`config.mk`:
```
export PLATFORM = sky130hd
export DESIGN_NAME = id_pipe
export DESIGN_NICKNAME = d
export VERILOG_FILES = /design/src/rtl/id_pkg.sv /design/src/rtl/id_opnd_sel.sv /design/src/rtl/id_pipe.sv
export SDC_FILE = /design/constraint.sdc
export NUM_CORES = 1
export LEC_CHECK = 0
export BUFFER_PORTS_ARGS = -buffer_cell sky130_fd_sc_hd__buf_2
export CORE_AREA = 2 2 133 135
export CTS_CLUSTER_SIZE = 40
export DETAILED_ROUTE_END_ITERATION = 16
export DIE_AREA = 0 0 135 137
export HOLD_SLACK_MARGIN = 0.05
export PLACE_DENSITY = 0.68
export REMOVE_ABC_BUFFERS = 1
export SYNTH_ARGS = -nofsm -noshare
export SYNTH_HDL_FRONTEND = slang
export SYNTH_SLANG_ARGS = --single-unit
```
`constraint.sdc`:
```
create_clock -name clk -period 2.1 [get_ports clk]
set_input_delay 0 -clock clk [delete_from_list [all_inputs] [get_ports clk]]
set_output_delay 0 -clock clk [all_outputs]
set_load 0.02 [all_outputs]
```
`src/rtl/id_pkg.sv`:
```
// Shared encodings for the MIPS32 ID stage: opcodes, functs, ALU op/select codes
// and the ID/EX control bubble.
package id_pkg;

    localparam logic [5:0] OP_SPECIAL = 6'b000000;
    localparam logic [5:0] OP_ANDI    = 6'b001100;
    localparam logic [5:0] OP_ORI     = 6'b001101;
    localparam logic [5:0] OP_XORI    = 6'b001110;
    localparam logic [5:0] OP_LUI     = 6'b001111;

    localparam logic [5:0] FN_SLL = 6'b000000;
    localparam logic [5:0] FN_SRL = 6'b000010;
    localparam logic [5:0] FN_SRA = 6'b000011;
    localparam logic [5:0] FN_AND = 6'b100100;
    localparam logic [5:0] FN_OR  = 6'b100101;
    localparam logic [5:0] FN_XOR = 6'b100110;
    localparam logic [5:0] FN_NOR = 6'b100111;

    typedef enum logic [7:0] {
        ALUOP_NOP = 8'h00,
        ALUOP_AND = 8'h24,
        ALUOP_OR  = 8'h25,
        ALUOP_XOR = 8'h26,
        ALUOP_NOR = 8'h27,
        ALUOP_SLL = 8'h7C,
        ALUOP_SRL = 8'h02,
        ALUOP_SRA = 8'h03
    } aluop_e;

    typedef enum logic [2:0] {
        ALUSEL_NOP   = 3'd0,
        ALUSEL_LOGIC = 3'd1,
        ALUSEL_SHIFT = 3'd2
    } alusel_e;

    typedef struct packed {
        logic    valid;
        aluop_e  aluop;
        alusel_e alusel;
        logic    wreg;
        logic    invalid;
    } idex_ctrl_t;

    localparam idex_ctrl_t IDEX_BUBBLE = '{
        valid:   1'b0,
        aluop:   ALUOP_NOP,
        alusel:  ALUSEL_NOP,
        wreg:    1'b0,
        invalid: 1'b0
    };

endpackage

```
`src/rtl/id_opnd_sel.sv`:
```
// One source operand: immediate / zero / EX / MEM / regfile priority mux and its hazard hit.
// ID_FORWARD_EN selects forwarding muxes; otherwise any EX/MEM hit is reported as a hazard.
module id_opnd_sel
    import id_pkg::*;
#(
    parameter int DATA_W = 32,
    parameter int REG_AW = 5
) (
    input  logic              read_en,
    input  logic [REG_AW-1:0] addr,
    input  logic [DATA_W-1:0] imm,
    input  logic [DATA_W-1:0] rf_data,
    input  logic              ex_wreg,
    input  logic [REG_AW-1:0] ex_wd,
    input  logic [DATA_W-1:0] ex_wdata,
    input  logic              ex_is_load,
    input  logic              mem_wreg,
    input  logic [REG_AW-1:0] mem_wd,
    input  logic [DATA_W-1:0] mem_wdata,
    output logic [DATA_W-1:0] opnd,
    output logic              hazard_hit
);

    logic ex_hit;
    logic mem_hit;

    // $0 never matches a producer: it is hardwired zero.
    assign ex_hit  = read_en && (addr != '0) && ex_wreg  && (ex_wd  == addr);
    assign mem_hit = read_en && (addr != '0) && mem_wreg && (mem_wd == addr);

`ifdef ID_FORWARD_EN
    always_comb begin
        opnd = rf_data;
        if (!read_en)
            opnd = imm;
        else if (addr == '0)
            opnd = '0;
        else if (ex_hit)
            opnd = ex_wdata;
        else if (mem_hit)
            opnd = mem_wdata;
    end

    // A load's data is not ready in EX, so only that case must interlock.
    assign hazard_hit = ex_hit && ex_is_load;
`else
    logic unused_fwd;

    always_comb begin
        opnd = rf_data;
        if (!read_en)
            opnd = imm;
        else if (addr == '0)
            opnd = '0;
    end

    // Without bypass paths the instruction waits until the producer has written back.
    assign hazard_hit = ex_hit || mem_hit;
    assign unused_fwd = ^{ex_wdata, mem_wdata, ex_is_load};
`endif

endmodule

```
`src/rtl/id_pipe.sv`:
```
// MIPS32 decode stage: logic/LUI/shift decode, operand select, load-use interlock, ID/EX register.
// Optional macro ID_FORWARD_EN enables EX/MEM forwarding.
module id_pipe
    import id_pkg::*;
#(
    parameter int DATA_W   = 32,
    parameter int REG_AW   = 5,
    parameter int ALUOP_W  = 8,
    parameter int ALUSEL_W = 3
) (
    input  logic                clk,
    input  logic                Rst_n,
    input  logic [31:0]         pc_i,
    input  logic [31:0]         inst_i,
    input  logic                inst_valid_i,
    input  logic                stall_i,
    input  logic                flush_i,
    output logic                reg1_read_o,
    output logic                reg2_read_o,
    output logic [REG_AW-1:0]   reg1_addr_o,
    output logic [REG_AW-1:0]   reg2_addr_o,
    input  logic [DATA_W-1:0]   reg1_data_i,
    input  logic [DATA_W-1:0]   reg2_data_i,
    input  logic                ex_wreg_i,
    input  logic [REG_AW-1:0]   ex_wd_i,
    input  logic [DATA_W-1:0]   ex_wdata_i,
    input  logic                ex_is_load_i,
    input  logic                mem_wreg_i,
    input  logic [REG_AW-1:0]   mem_wd_i,
    input  logic [DATA_W-1:0]   mem_wdata_i,
    output logic                stall_req_o,
    output logic                ex_valid_o,
    output logic [31:0]         ex_pc_o,
    output logic [ALUOP_W-1:0]  ex_aluop_o,
    output logic [ALUSEL_W-1:0] ex_alusel_o,
    output logic [DATA_W-1:0]   ex_reg1_o,
    output logic [DATA_W-1:0]   ex_reg2_o,
    output logic [REG_AW-1:0]   ex_wd_o,
    output logic                ex_wreg_o,
    output logic                ex_inst_invalid_o
);

    logic [5:0]        op;
    logic [5:0]        funct;
    logic [4:0]        shamt;
    logic [REG_AW-1:0] rs;
    logic [REG_AW-1:0] rt;
    logic [REG_AW-1:0] rd;

    idex_ctrl_t        ctrl_d;
    idex_ctrl_t        ctrl_q;
    logic              dec_read1;
    logic              dec_read2;
    logic [REG_AW-1:0] dec_wd;
    logic [DATA_W-1:0] dec_imm;
    logic [DATA_W-1:0] opnd1;
    logic [DATA_W-1:0] opnd2;
    logic              hz1;
    logic              hz2;

    logic [31:0]       pc_q;
    logic [DATA_W-1:0] reg1_q;
    logic [DATA_W-1:0] reg2_q;
    logic [REG_AW-1:0] wd_q;

    assign op    = inst_i[31:26];
    assign funct = inst_i[5:0];
    assign shamt = inst_i[10:6];
    assign rs    = REG_AW'(inst_i[25:21]);
    assign rt    = REG_AW'(inst_i[20:16]);
    assign rd    = REG_AW'(inst_i[15:11]);

    // Unrecognised encodings fall through the defaults as reserved instructions.
    always_comb begin
        ctrl_d         = IDEX_BUBBLE;
        ctrl_d.valid   = inst_valid_i;
        ctrl_d.invalid = 1'b1;
        dec_read1      = 1'b0;
        dec_read2      = 1'b0;
        dec_wd         = '0;
        dec_imm        = '0;
        case (op)
            OP_ANDI, OP_ORI, OP_XORI, OP_LUI: begin
                ctrl_d.invalid = 1'b0;
                ctrl_d.wreg    = 1'b1;
                ctrl_d.alusel  = ALUSEL_LOGIC;
                dec_read1      = 1'b1;
                dec_wd         = rt;
                dec_imm        = DATA_W'(inst_i[15:0]);
                case (op)
                    OP_ANDI: ctrl_d.aluop = ALUOP_AND;
                    OP_XORI: ctrl_d.aluop = ALUOP_XOR;
                    default: ctrl_d.aluop = ALUOP_OR;
                endcase
                if (op == OP_LUI)
                    dec_imm = DATA_W'({inst_i[15:0], 16'h0000});
            end
            OP_SPECIAL: begin
                case (funct)
                    FN_AND, FN_OR, FN_XOR, FN_NOR: begin
                        if (shamt == 5'd0) begin
                            ctrl_d.invalid = 1'b0;
                            ctrl_d.wreg    = 1'b1;
                            ctrl_d.alusel  = ALUSEL_LOGIC;
                            dec_read1      = 1'b1;
                            dec_read2      = 1'b1;
                            dec_wd         = rd;
                            case (funct)
                                FN_AND:  ctrl_d.aluop = ALUOP_AND;
                                FN_OR:   ctrl_d.aluop = ALUOP_OR;
                                FN_XOR:  ctrl_d.aluop = ALUOP_XOR;
                                default: ctrl_d.aluop = ALUOP_NOR;
                            endcase
                        end
                    end
                    FN_SLL, FN_SRL, FN_SRA: begin
                        ctrl_d.invalid = 1'b0;
                        ctrl_d.wreg    = 1'b1;
                        ctrl_d.alusel  = ALUSEL_SHIFT;
                        dec_read2      = 1'b1;
                        dec_wd         = rd;
                        dec_imm        = DATA_W'(shamt);
                        case (funct)
                            FN_SLL:  ctrl_d.aluop = ALUOP_SLL;
                            FN_SRL:  ctrl_d.aluop = ALUOP_SRL;
                            default: ctrl_d.aluop = ALUOP_SRA;
                        endcase
                    end
                    default: ;
                endcase
            end
            default: ;
        endcase
    end

    id_opnd_sel #(.DATA_W(DATA_W), .REG_AW(REG_AW)) u_opnd1 (
        .read_en    (dec_read1),
        .addr       (rs),
        .imm        (dec_imm),
        .rf_data    (reg1_data_i),
        .ex_wreg    (ex_wreg_i),
        .ex_wd      (ex_wd_i),
        .ex_wdata   (ex_wdata_i),
        .ex_is_load (ex_is_load_i),
        .mem_wreg   (mem_wreg_i),
        .mem_wd     (mem_wd_i),
        .mem_wdata  (mem_wdata_i),
        .opnd       (opnd1),
        .hazard_hit (hz1)
    );

    id_opnd_sel #(.DATA_W(DATA_W), .REG_AW(REG_AW)) u_opnd2 (
        .read_en    (dec_read2),
        .addr       (rt),
        .imm        (dec_imm),
        .rf_data    (reg2_data_i),
        .ex_wreg    (ex_wreg_i),
        .ex_wd      (ex_wd_i),
        .ex_wdata   (ex_wdata_i),
        .ex_is_load (ex_is_load_i),
        .mem_wreg   (mem_wreg_i),
        .mem_wd     (mem_wd_i),
        .mem_wdata  (mem_wdata_i),
        .opnd       (opnd2),
        .hazard_hit (hz2)
    );

    assign reg1_read_o = Rst_n && dec_read1;
    assign reg2_read_o = Rst_n && dec_read2;
    assign reg1_addr_o = Rst_n ? rs : '0;
    assign reg2_addr_o = Rst_n ? rt : '0;
    assign stall_req_o = Rst_n && inst_valid_i && (hz1 || hz2);

    // Reset, flush and an interlock all load a bubble; a downstream stall holds.
    always_ff @(posedge clk) begin
        if (!Rst_n || flush_i || (!stall_i && stall_req_o)) begin
            ctrl_q <= IDEX_BUBBLE;
            pc_q   <= '0;
            reg1_q <= '0;
            reg2_q <= '0;
            wd_q   <= '0;
        end else if (!stall_i) begin
            ctrl_q <= ctrl_d;
            pc_q   <= pc_i;
            reg1_q <= opnd1;
            reg2_q <= opnd2;
            wd_q   <= dec_wd;
        end
    end

    assign ex_valid_o        = ctrl_q.valid;
    assign ex_pc_o           = pc_q;
    assign ex_aluop_o        = ALUOP_W'(ctrl_q.aluop);
    assign ex_alusel_o       = ALUSEL_W'(ctrl_q.alusel);
    assign ex_reg1_o         = reg1_q;
    assign ex_reg2_o         = reg2_q;
    assign ex_wd_o           = wd_q;
    assign ex_wreg_o         = ctrl_q.wreg;
    assign ex_inst_invalid_o = ctrl_q.invalid;

endmodule

```
# Word level (Yosys, flattened, before mapping)

Index checks and enable logic that the tools add are counted.

Muxes and demuxes: 23
Multiply operators: 0
Eq/ne operators: 14
$add $sub $neg: 0
Shift operators: 0
Bitwise logic cells: 0
Reductions and logical operators: 32
Divide/modulo/power cells: 0
$lt $le $gt $ge: 0

Operator list:

| operator                                            | count |
|---|---|
| 2-to-1 mux 32 bit                                   | 5 |
| one-hot mux 32 bit (2 select lines)                 | 1 |
| one-hot mux 12 bit (2 select lines)                 | 2 |
| equality test 6 x 4 -> 1 bit, second input constant | 4 |
| equality test 6 bit, second input constant          | 4 |
| equality test 5 bit                                 | 4 |
| 2-to-1 mux 5 bit                                    | 4 |
| one-hot mux 5 bit (2 select lines)                  | 2 |
| logical AND 1 bit                                   | 15 |
| zero test 5 bit                                     | 3 |
| one-hot mux 7 bit (2 select lines)                  | 1 |
| equality test 6 x 2 -> 1 bit, second input constant | 2 |
| zero test 6 bit                                     | 2 |
| 2-to-1 mux 11 bit                                   | 1 |
| nonzero test 5 bit                                  | 2 |
| OR reduction 4 bit                                  | 2 |
| one-hot mux 2 bit (3 select lines)                  | 1 |
| logical OR 1 bit                                    | 5 |
| one-hot mux 1 bit (2 select lines)                  | 2 |
| one-hot mux 2 bit (2 select lines)                  | 1 |
| 2-to-1 mux 1 bit                                    | 3 |
| OR reduction 3 bit                                  | 1 |
| zero test 1 bit                                     | 2 |

Input bits: 210
Bits in latches: 0
Memories: 0
Memory bits (writable): 0
Output and inout bits: 128
ROM bits: 0
Register bits: 115

# Longest topological paths before layout

Gate-level depths: netlist of run 1.

Depth after elaboration: 12
Gate-level depth with buffers: 8

# Hierarchy

A second synthesis of run 1 with hierarchy kept.

Cells, all modules: 698
Area total of the unflattened synthesis: 5763.0 um2

By module, submodules not included:

| module      | cells each | instances | area an instance (um2) | seq. area each (um2) |
|---|---|---|---|---|
| id_pipe     | 460        | 1         | 4566.9                 | 2202.1 |
| id_opnd_sel | 119        | 2         | 598.1                  | 0.0 |

# Least setup slack after synthesis of run 1

OpenSTA, ideal clock, no wires.

Path kind: input -> register
From: input inst_i[2]
To: register ctrl_q (netlist bit ex_aluop_o[0])
Arrival time: 1.447 ns
Slack: 0.521 ns
Cell stages on the path: 7
Data required time: 1.968 ns
Buffers on the path: 2
Library setup time: 0.132 ns
Cell sequence: nor4_2 -> o2111ai_2 -> a21o_1 -> o22ai_1 -> buf_4 -> buf_4 -> a21oi_1

Word-level cells in the longest chain between the ends: 12
Elaborated cells between the ends (all ways): 34

Ends and longest elaborated chain:

| what                                                                   | line                                 | text |
|---|---|---|
| start, declared                                                        | id_pipe.sv:14                        | `input logic [31:0] inst_i,` |
| equality test 6 bit, or another cell as far along                      | id_pipe.sv:99, id_pipe.sv:108        |  |
| OR reduction 4 bit or OR reduction 3 bit (tied branches)               | id_pipe.sv:99                        | `case (funct)` |
| 2-to-1 mux 1 bit or one-hot mux 1 bit (2 select lines) (tied branches) | id_pipe.sv:99                        |  |
| one-hot mux 1 bit (2 select lines) or 2-to-1 mux 1 bit (tied branches) | id_pipe.sv:82                        | `case (op)` |
| logical AND 1 bit                                                      | id_opnd_sel.sv:28, id_opnd_sel.sv:29 |  |
| logical AND 1 bit (on tied branches) (2 in series)                     | id_opnd_sel.sv:28, id_opnd_sel.sv:29 |  |
| logical OR 1 bit                                                       | id_opnd_sel.sv:58                    | `assign hazard_hit = ex_hit \|\| mem_hit;` |
| logical OR 1 bit                                                       | id_pipe.sv:172                       | `assign stall_req_o = Rst_n && inst_valid_i && (hz1 \|\| hz2);` |
| logical AND 1 bit                                                      | id_pipe.sv:172                       |  |
| logical AND 1 bit                                                      | id_pipe.sv:176                       | `if (!Rst_n \|\| flush_i \|\| (!stall_i && stall_req_o)) begin` |
| logical OR 1 bit                                                       | id_pipe.sv:176                       |  |
| end signal, assigned                                                   | id_pipe.sv:183                       | `ctrl_q <= ctrl_d;` |
| end, declared                                                          | id_pipe.sv:51                        | `idex_ctrl_t ctrl_q;` |

Several ways; a longest one is shown, not always the timed one.
A chain may end at the register's enable or synchronous reset.

# Final worst setup path of run 1

From: input inst_i[7]
To: output stall_req_o

Word-level cells in the longest chain between the ends: 10
Elaborated cells between the ends (all ways): 20

Ends and longest elaborated chain:

| what                                                                   | line                                 | text |
|---|---|---|
| zero test 5 bit (*)                                                    | id_pipe.sv:101                       | `if (shamt == 5'd0) begin` |
| 2-to-1 mux 1 bit (*)                                                   | id_pipe.sv:101                       |  |
| 2-to-1 mux 1 bit or one-hot mux 1 bit (2 select lines) (tied branches) | id_pipe.sv:99                        |  |
| one-hot mux 1 bit (2 select lines) or 2-to-1 mux 1 bit (tied branches) | id_pipe.sv:82                        |  |
| logical AND 1 bit                                                      | id_opnd_sel.sv:28, id_opnd_sel.sv:29 |  |
| logical AND 1 bit (on tied branches) (2 in series)                     | id_opnd_sel.sv:28, id_opnd_sel.sv:29 |  |
| logical OR 1 bit                                                       | id_opnd_sel.sv:58                    |  |
| logical OR 1 bit (*)                                                   | id_pipe.sv:172                       |  |
| logical AND 1 bit (*)                                                  | id_pipe.sv:172                       |  |
| end, declared                                                          | id_pipe.sv:31                        | `output logic stall_req_o,` |

Mark *: on every way between the ends. The rest lies on a longest branch, timed or not.

==> results.md, run 1 <==
* Synth top area cells: dfxtp_1 (38%), a211oi_1 (13%), o221ai_1 (6.5%), mux2i_1 (5.5%), a21oi_1 (4.5%)
* Final worst slack at 0.362 ns
* First drt pass iteration count at 5
* Max cap viols at 0
* Pleak at 3.96 nW
* Worst ir drop on vdd at ~0.36 mV
* Final design utilization at between 40% and 50%
* Die H at between 100 and 150 um
* CTS sink cnt at 110
* Vias in the first global route at 5984
* Routed Antenna Nets at 0
* Worst path depth at 8
* R2R Setup Slk at around 1.2 ns
* Worst skew pair latency at ~0.34 ns
* DP HPWL at 13700 um
* GPL Wtd Cong at slightly above 0.8
* Synth top cells by count: dfxtp_1 (110), a211oi_1 (100), clkbuf_1 (53)
* Clock Pin Slew Worst Setup and Hold Paths at roughly 0.09 ns
* Cell Area, Synth at between 0.005 and 0.006 mm^2
* Mapped Cells at 660
* Relative slew margins at 58.2%
* Run status: finished, final reports clean
* GRT Util Overall at 21.6%
* Full die area at approximately 0.018 mm^2
* Fin. max-slew vios at 0
* Top cell by count, worst path: buf_2
* Dominant synthesized flop cell: dfxtp_1
* Crit path from: inst_i[7]
* PortBufs at 270
* Worst-Margin Slew at between 0.6 and 0.7 ns
* Crit Path Class: primary input to primary output
* Share of the synthesized area in the top cell type at a little under two fifths
* Post CTS Setup Buffer Count at 0
* Fmax at 575 MHz
* Num rows at 48
* Cell-by-cell trace of the critical path: buf_2, nor4_2, buf_4, nand3_1, a211o_1, o22ai_4, and3_1, buf_2
* #FFs+latches synth at between 100 and 150
* Diode count at 0
* Initial antenna violation count at 0
* Critical Path Slowest Stage Cell: a211o_1
* Kind of start point of the critical path: primary input
* Post-synth EDFFs at 0
* Ratio of cells with drive above 1 in the final layout at between 30% and 40%
* Worst r2r dst: ex_aluop_o[4]
* CTS buffer count at 9
* CP max FO at 6
* CTS root buf: clkbuf_16
* RSZ-0062 raised after global routing: no
* Cells on worst reg2reg path at 4
* WL final at approximately 21000 um
* Die W at ~140 um
* IO Count at about 340
* Worst setup path end: stall_req_o
* Worst Skew at 0 ns
* Syn Area/Cell at 8.78 um^2
* Sequential element share of the synthesized area at a little under two fifths
* Hold Path Class: primary input to flop
* Yosys Warn Count at 0
* Final nets at 1164
* Worst Setup End Kind: primary output
* Layout area overhead at 44.7%
* Family with the most delay on the worst path: compound AO/OA/AOI/OAI gates
* Source of the worst register-to-register timing path: ex_aluop_o[4]
* Final setup fails at 0
* Initial DRC Count at between 200 and 300
* Vias at about 6300
* Global-route wire length before repair at 32000 um
* Minimum clock period at 1.74 ns
* Final Cycle Share at between 80% and 90%
* Htree depth at 3
* Post-synthesis cell type with the largest combined area: dfxtp_1
* Pwr Total at about 0.0047 W
* Initial cell density of the core at 34.0%
* Count leader, synth: dfxtp_1
* Req. time, crit path at between 2 and 2.5 ns
* CTS tree: yes
* Critical Path AT at ~1.7 ns
* Core Area at 0.0171 mm^2
* Final Hold Viols at 0
* Remaining DRCs at 0
* Total gr overflow at 0
* Power Dens Cells at 566 mW/mm^2
* Routed wire length per instance at roughly 18 um
* Dpl ws at 0.150 ns
* Crit path buffers/inverters at 3
* Pin count of the biggest net entering global routing at 57
* Max incr delay on CP at 0.36 ns
* Number of library cell types mapped by synthesis at 44
* Synth async-reset ratio at 0%
* DR vias/cell at ~5.3
* CTS Buffer Depth at 2
==> cell families after synthesis <==
group / synth area share, %
compound gates: 34.8
other cells: 0.0647
simple gates: 9.41
buf+inv: 9.17
mux: 5.53
flops: 38.0
xor+xnor: 3.02
==> state kept, by name, summed over array words and instances (netlist names) <==
name / flops
ex_aluop_o: 4
ex_alusel_o: 2
ex_inst_invalid_o: 1
ex_pc_o: 32
ex_reg1_o: 32
ex_reg2_o: 32
ex_valid_o: 1
ex_wd_o: 5
ex_wreg_o: 1
==> cell type report <==
class | count | area, um^2
Clock buffer | 9 | 225
Clock inverter | 7 | 72.6
Fill cell | 1620 | 8670
Inverter | 44 | 165
Multi-Input combinational cell | 426 | 3120
Sequential cell | 110 | 2200
Tap cell | 225 | 282
Timing Repair Buffer | 363 | 2320
==> worst min path at each step <==
stage | slack (ns) | end | start | cells after the start
2_1_floorplan | 0.13 | ex_valid_o | stall_i | 2
3_3_place_gp | 0.33 | ex_pc_o[1] | pc_i[1] | 3
3_5_place_dp | 0.33 | ex_pc_o[1] | pc_i[1] | 3
4_1_cts | 0.05 | ex_reg1_o[3] | reg1_data_i[3] | 5
5_1_grt | 0.06 | ex_reg1_o[4] | reg1_data_i[4] | 5
6_report | 0.06 | ex_reg1_o[4] | reg1_data_i[4] | 5
==> worst reg2reg max path: cells and delay by family, from the launching register on <==
family	cells	cell delay, ns
flops	1	0.48
compound gates	2	0.19
simple gates	2	0.16
==> metal layers <==
metal / GRT usage (%) / share of wire, % / vias up
li1: - / - / 3067
met1: 27.4 / 44 / 2941
met2: 37.2 / 48 / 275
met3: 4.70 / 7.3 / 20
met4: 5.44 / 1.1 / 0
met5: 0 / 0 / -
==> where the power goes <==
part,internal [W],switching [W]
sequential,0.00213,0.0000263
combinational,0.000371,0.000458
clock,0.000850,0.000904
==> repair_timing <==
item / CTS / global route
hold buffers: 62 / 0
resized for setup: 0 / 0
endpoints found under the hold margin: 63 / 0
endpoints found under the setup margin: 0 / 0
==> per-stage QoR <==
step / hold WS [ns] / cell area (um^2) / setup TNS [ns] / std cells
after floorplan: 0.130 / 5430 / -209.25 / 580
after detailed placement: 0.333 / 7470 / 0 / 1106
after global placement: 0.332 / 7470 / 0 / 1106
after CTS: 0.0509 / 8390 / 0 / 1184
final: 0.0570 / 8390 / 0 / 1184
after global routing: 0.0648 / 8390 / 0 / 1184
==> cell usage in the layout (no fill, tap or decap), drive strengths merged, types with 3 or more instances in the layout <==
cell,synthesis,final
mux2i,32,32
dfxtp,110,110
xnor2,4,4
clkbuf,53,9
o221ai,43,43
a211oi,100,100
a21boi,7,7
nand4,3,3
nand2,18,18
nor4,8,8
o21ai,10,10
and2,39,39
a21o,34,34
buf,28,301
a21oi,53,53
inv,44,49
a31oi,29,29
nand3,3,3
xor2,16,16
nor2,6,6
dlygate4sd3,0,62
Power figures use the tool's default switching activity.
==> run 2: changes to the inputs <==
==> constraint.sdc (replaced) <==
create_clock -name clk -period 1.7 [get_ports clk]
set_input_delay 0 -clock clk [delete_from_list [all_inputs] [get_ports clk]]
set_output_delay 0 -clock clk [all_outputs]
set_load 0.02 [all_outputs]
==> results.md, run 2 (synthesized netlist as in run 1, its figures left out) <==
* Run status: finished, final reports clean (unchanged)
* Power Dens Cells at 691 mW/mm^2 (was 566 mW/mm^2)
* Worst Setup End Kind: primary output (unchanged)
* Seq. cell area at 0.00220 mm^2 (unchanged)
* GRT Util Overall at 21.5% (was 21.6%)
* Cell-by-cell trace of the critical path: buf_2, nor4_2, buf_4, nand4_2, a21o_1, o22ai_4, and3_1, buf_2 (was buf_2, nor4_2, buf_4, nand3_1, a211o_1, o22ai_4, and3_1, buf_2)
* CTS Buffer Depth at 2 (unchanged)
* Worst ir drop on vdd at 0.446 mV (was 0.357 mV)
* Crit Path Class: primary input to primary output (unchanged)
* Diode count at 0 (unchanged)
* Layout Cells excl Fill at 1209 (was 1184)
* Kind of start point of the critical path: primary input (unchanged)
* Die W at 135 um (unchanged)
* Sw Pwr at 0.00174 W (was 0.00139 W)
* Fill cell count at 1573 (was 1620)
* Final nets at 1189 (was 1164)
* Final Hold Viols at 0 (unchanged)
* Critical Path AT at 1.58 ns (was 1.74 ns)
* CTS buffer count at 9 (unchanged)
* Total gr overflow at 0 (unchanged)
* Sw Ratio at 29.3% (about the same)
* Num rows at 48 (unchanged)
* Htree depth at 3 (unchanged)
* Req. time, crit path at 1.70 ns (was 2.10 ns)
* Max cap viols at 0 (unchanged)
* Dpl ws at -0.182 ns (was 0.150 ns)
* DP HPWL at 14100 um (was 13700 um)
* Fin. max-slew vios at 0 (unchanged)
* Final design utilization at 50.3% (was 49.2%)
* Layout area overhead at 48.0% (was 44.7%)
* CTS root buf: clkbuf_16 (unchanged)
* Max incr delay on CP at 0.31 ns (was 0.36 ns)
* Fmax at roughly 630 MHz
* CTS sink cnt at 110 (unchanged)
* Routed wire length per instance at 17.3 um (was 17.7 um)
* Core Area at 0.0171 mm^2 (unchanged)
* CP max FO at 4 (was 6)
* Most common cell after layout, fill and taps aside: buf_2 (unchanged)
* Final Cycle Share at between 90% and 100%
* Multi-input gate area at 0.00313 mm^2 (was 0.00312 mm^2)
* GPL Wtd Cong at 0.846 (was 0.828)
* Vias at 6371 (was 6303)
* Reg power frac at 45.1% (was 45.5%)
* Minimum clock period at between 1.5 and 2 ns
* Final worst slack at 0.120 ns (was 0.362 ns)
* Placed cells at 1130 (was 1106)
* Vias in the first global route at 5942 (was 5984)
* Internal power at 0.00418 W (was 0.00336 W)
* Global-route wire length before repair at 31600 um (was 32000 um)
* Pwr Total at 0.00592 W (was 0.00474 W)
* Post CTS Setup Buffer Count at 0 (unchanged)
* Top cell by count, worst path: buf_2 (unchanged)
* Initial antenna violation count at 0 (unchanged)
* RSZ-0062 raised after global routing: no (unchanged)
* Critical Path Slowest Stage Cell: nor4_2 (was a211o_1)
* Full die area at 0.0185 mm^2 (unchanged)
* Clock Pin Slew Worst Setup and Hold Paths at 0.09 ns (about the same)
* Routed Antenna Nets at 0 (unchanged)
* IO Count at 338 (unchanged)
* Remaining DRCs at 0 (unchanged)
* Pleak at 4.08 nW (was 3.96 nW)
* First drt pass iteration count at 5 (unchanged)
* Pin count of the biggest net entering global routing at 72 (was 57)
* WL final at 21000 um (was 20900 um)
* Worst Skew at 0 ns (unchanged)
* Initial DRC Count at 370 (was 290)
* Initial cell density of the core at 34.0% (unchanged)
* CTS tree: yes (unchanged)
* Ratio of cells with drive above 1 in the final layout at 36.3% (was 34.6%)
* Die H at 137 um (unchanged)
* Clock power frac at 37.1% (was 37.0%)
* Hold Path Class: primary input to flop (unchanged)
* Commonest cells after routing, fill and taps aside: buf_2 (269), dfxtp_1 (110), a211oi_1 (100) (unchanged)
* Worst skew pair latency at 0.35 ns (was 0.34 ns)
* DR vias/cell at 5.27 (was 5.32)
* Comb power frac at 17.8% (was 17.5%)
* Setup TNS at 0 ns (unchanged)
* Final setup fails at 0 (unchanged)
* PortBufs at 270 (unchanged)
## run 2: changes by cell type in the layout (fill, tap and decap cells not counted)
cell,before,now
clkinv_8,1,4
clkinv_2,1,0
buf_4,23,49
inv_8,3,0
inv_6,2,3
nor4_1,5,4
nor4_2,2,3
buf_12,9,7
dlygate4sd3_1,62,63
## run 2: through the flow
step,hold WS [ns],instance area [um^2]
after global routing,0.0762,8580
final,0.0587,8580
after floorplan,0.130,5430
after detailed placement,0.333,7620
after global placement,0.330,7620
after CTS,0.0506,8580
## run 2: power groups by stage
stage | Sequential (W) | Combinational, W | Clock, W
floorplan | 0.00280 | 0.000339 | 0
global placement | 0.00273 | 0.000930 | 0
detailed placement | 0.00273 | 0.000936 | 0
CTS | 0.00267 | 0.00105 | 0.00226
global route | 0.00268 | 0.00114 | 0.00236
finish | 0.00267 | 0.00105 | 0.00220
## run 2: path summary, 6_finish.rpt
| check | slack (ns) | end | start | depth (start not counted) |
|---|---|---|---|---|
| hold / removal | 0.06 | ex_reg2_o[21] | reg2_data_i[21] | 5 |
| setup / recovery | 0.12 | stall_req_o | inst_i[31] | 8 |
| setup reg to reg | 0.81 | ex_aluop_o[4] | ex_aluop_o[4] | 4 |
| hold reg to reg | 0.47 | ex_inst_invalid_o | ex_inst_invalid_o | 2 |
## run 2: cell type report
type	instances	share of cell area, %
flip-flops and latches	110	25.7
multi-input cells	426	36.5
clock inverters	7	1.06
inverters	44	1.93
clock buffers	9	2.63
repair buffers	388	29.0
well taps	225	3.28
## run 2: per-layer routing
metal	up-vias	track usage [%]	part of all wire [%]
li1	3098	-	-
met1	2985	27.5	44
met2	272	37.2	47
met3	16	4.15	7.4
met4	0	5.56	1.2
met5	-	0	0
## run 2: worst max-delay path, delay by kind of cell
family          cells  cell delay [ns]
buf+inv             3             0.48
simple gates        3             0.63
compound gates      2             0.47
## run 2: what timing repair did
action,4_1_cts,5_1_grt
setup endpoints to repair,1,0
hold endpoints to repair,63,0
hold buffers,63,0
gates resized for setup,1,0
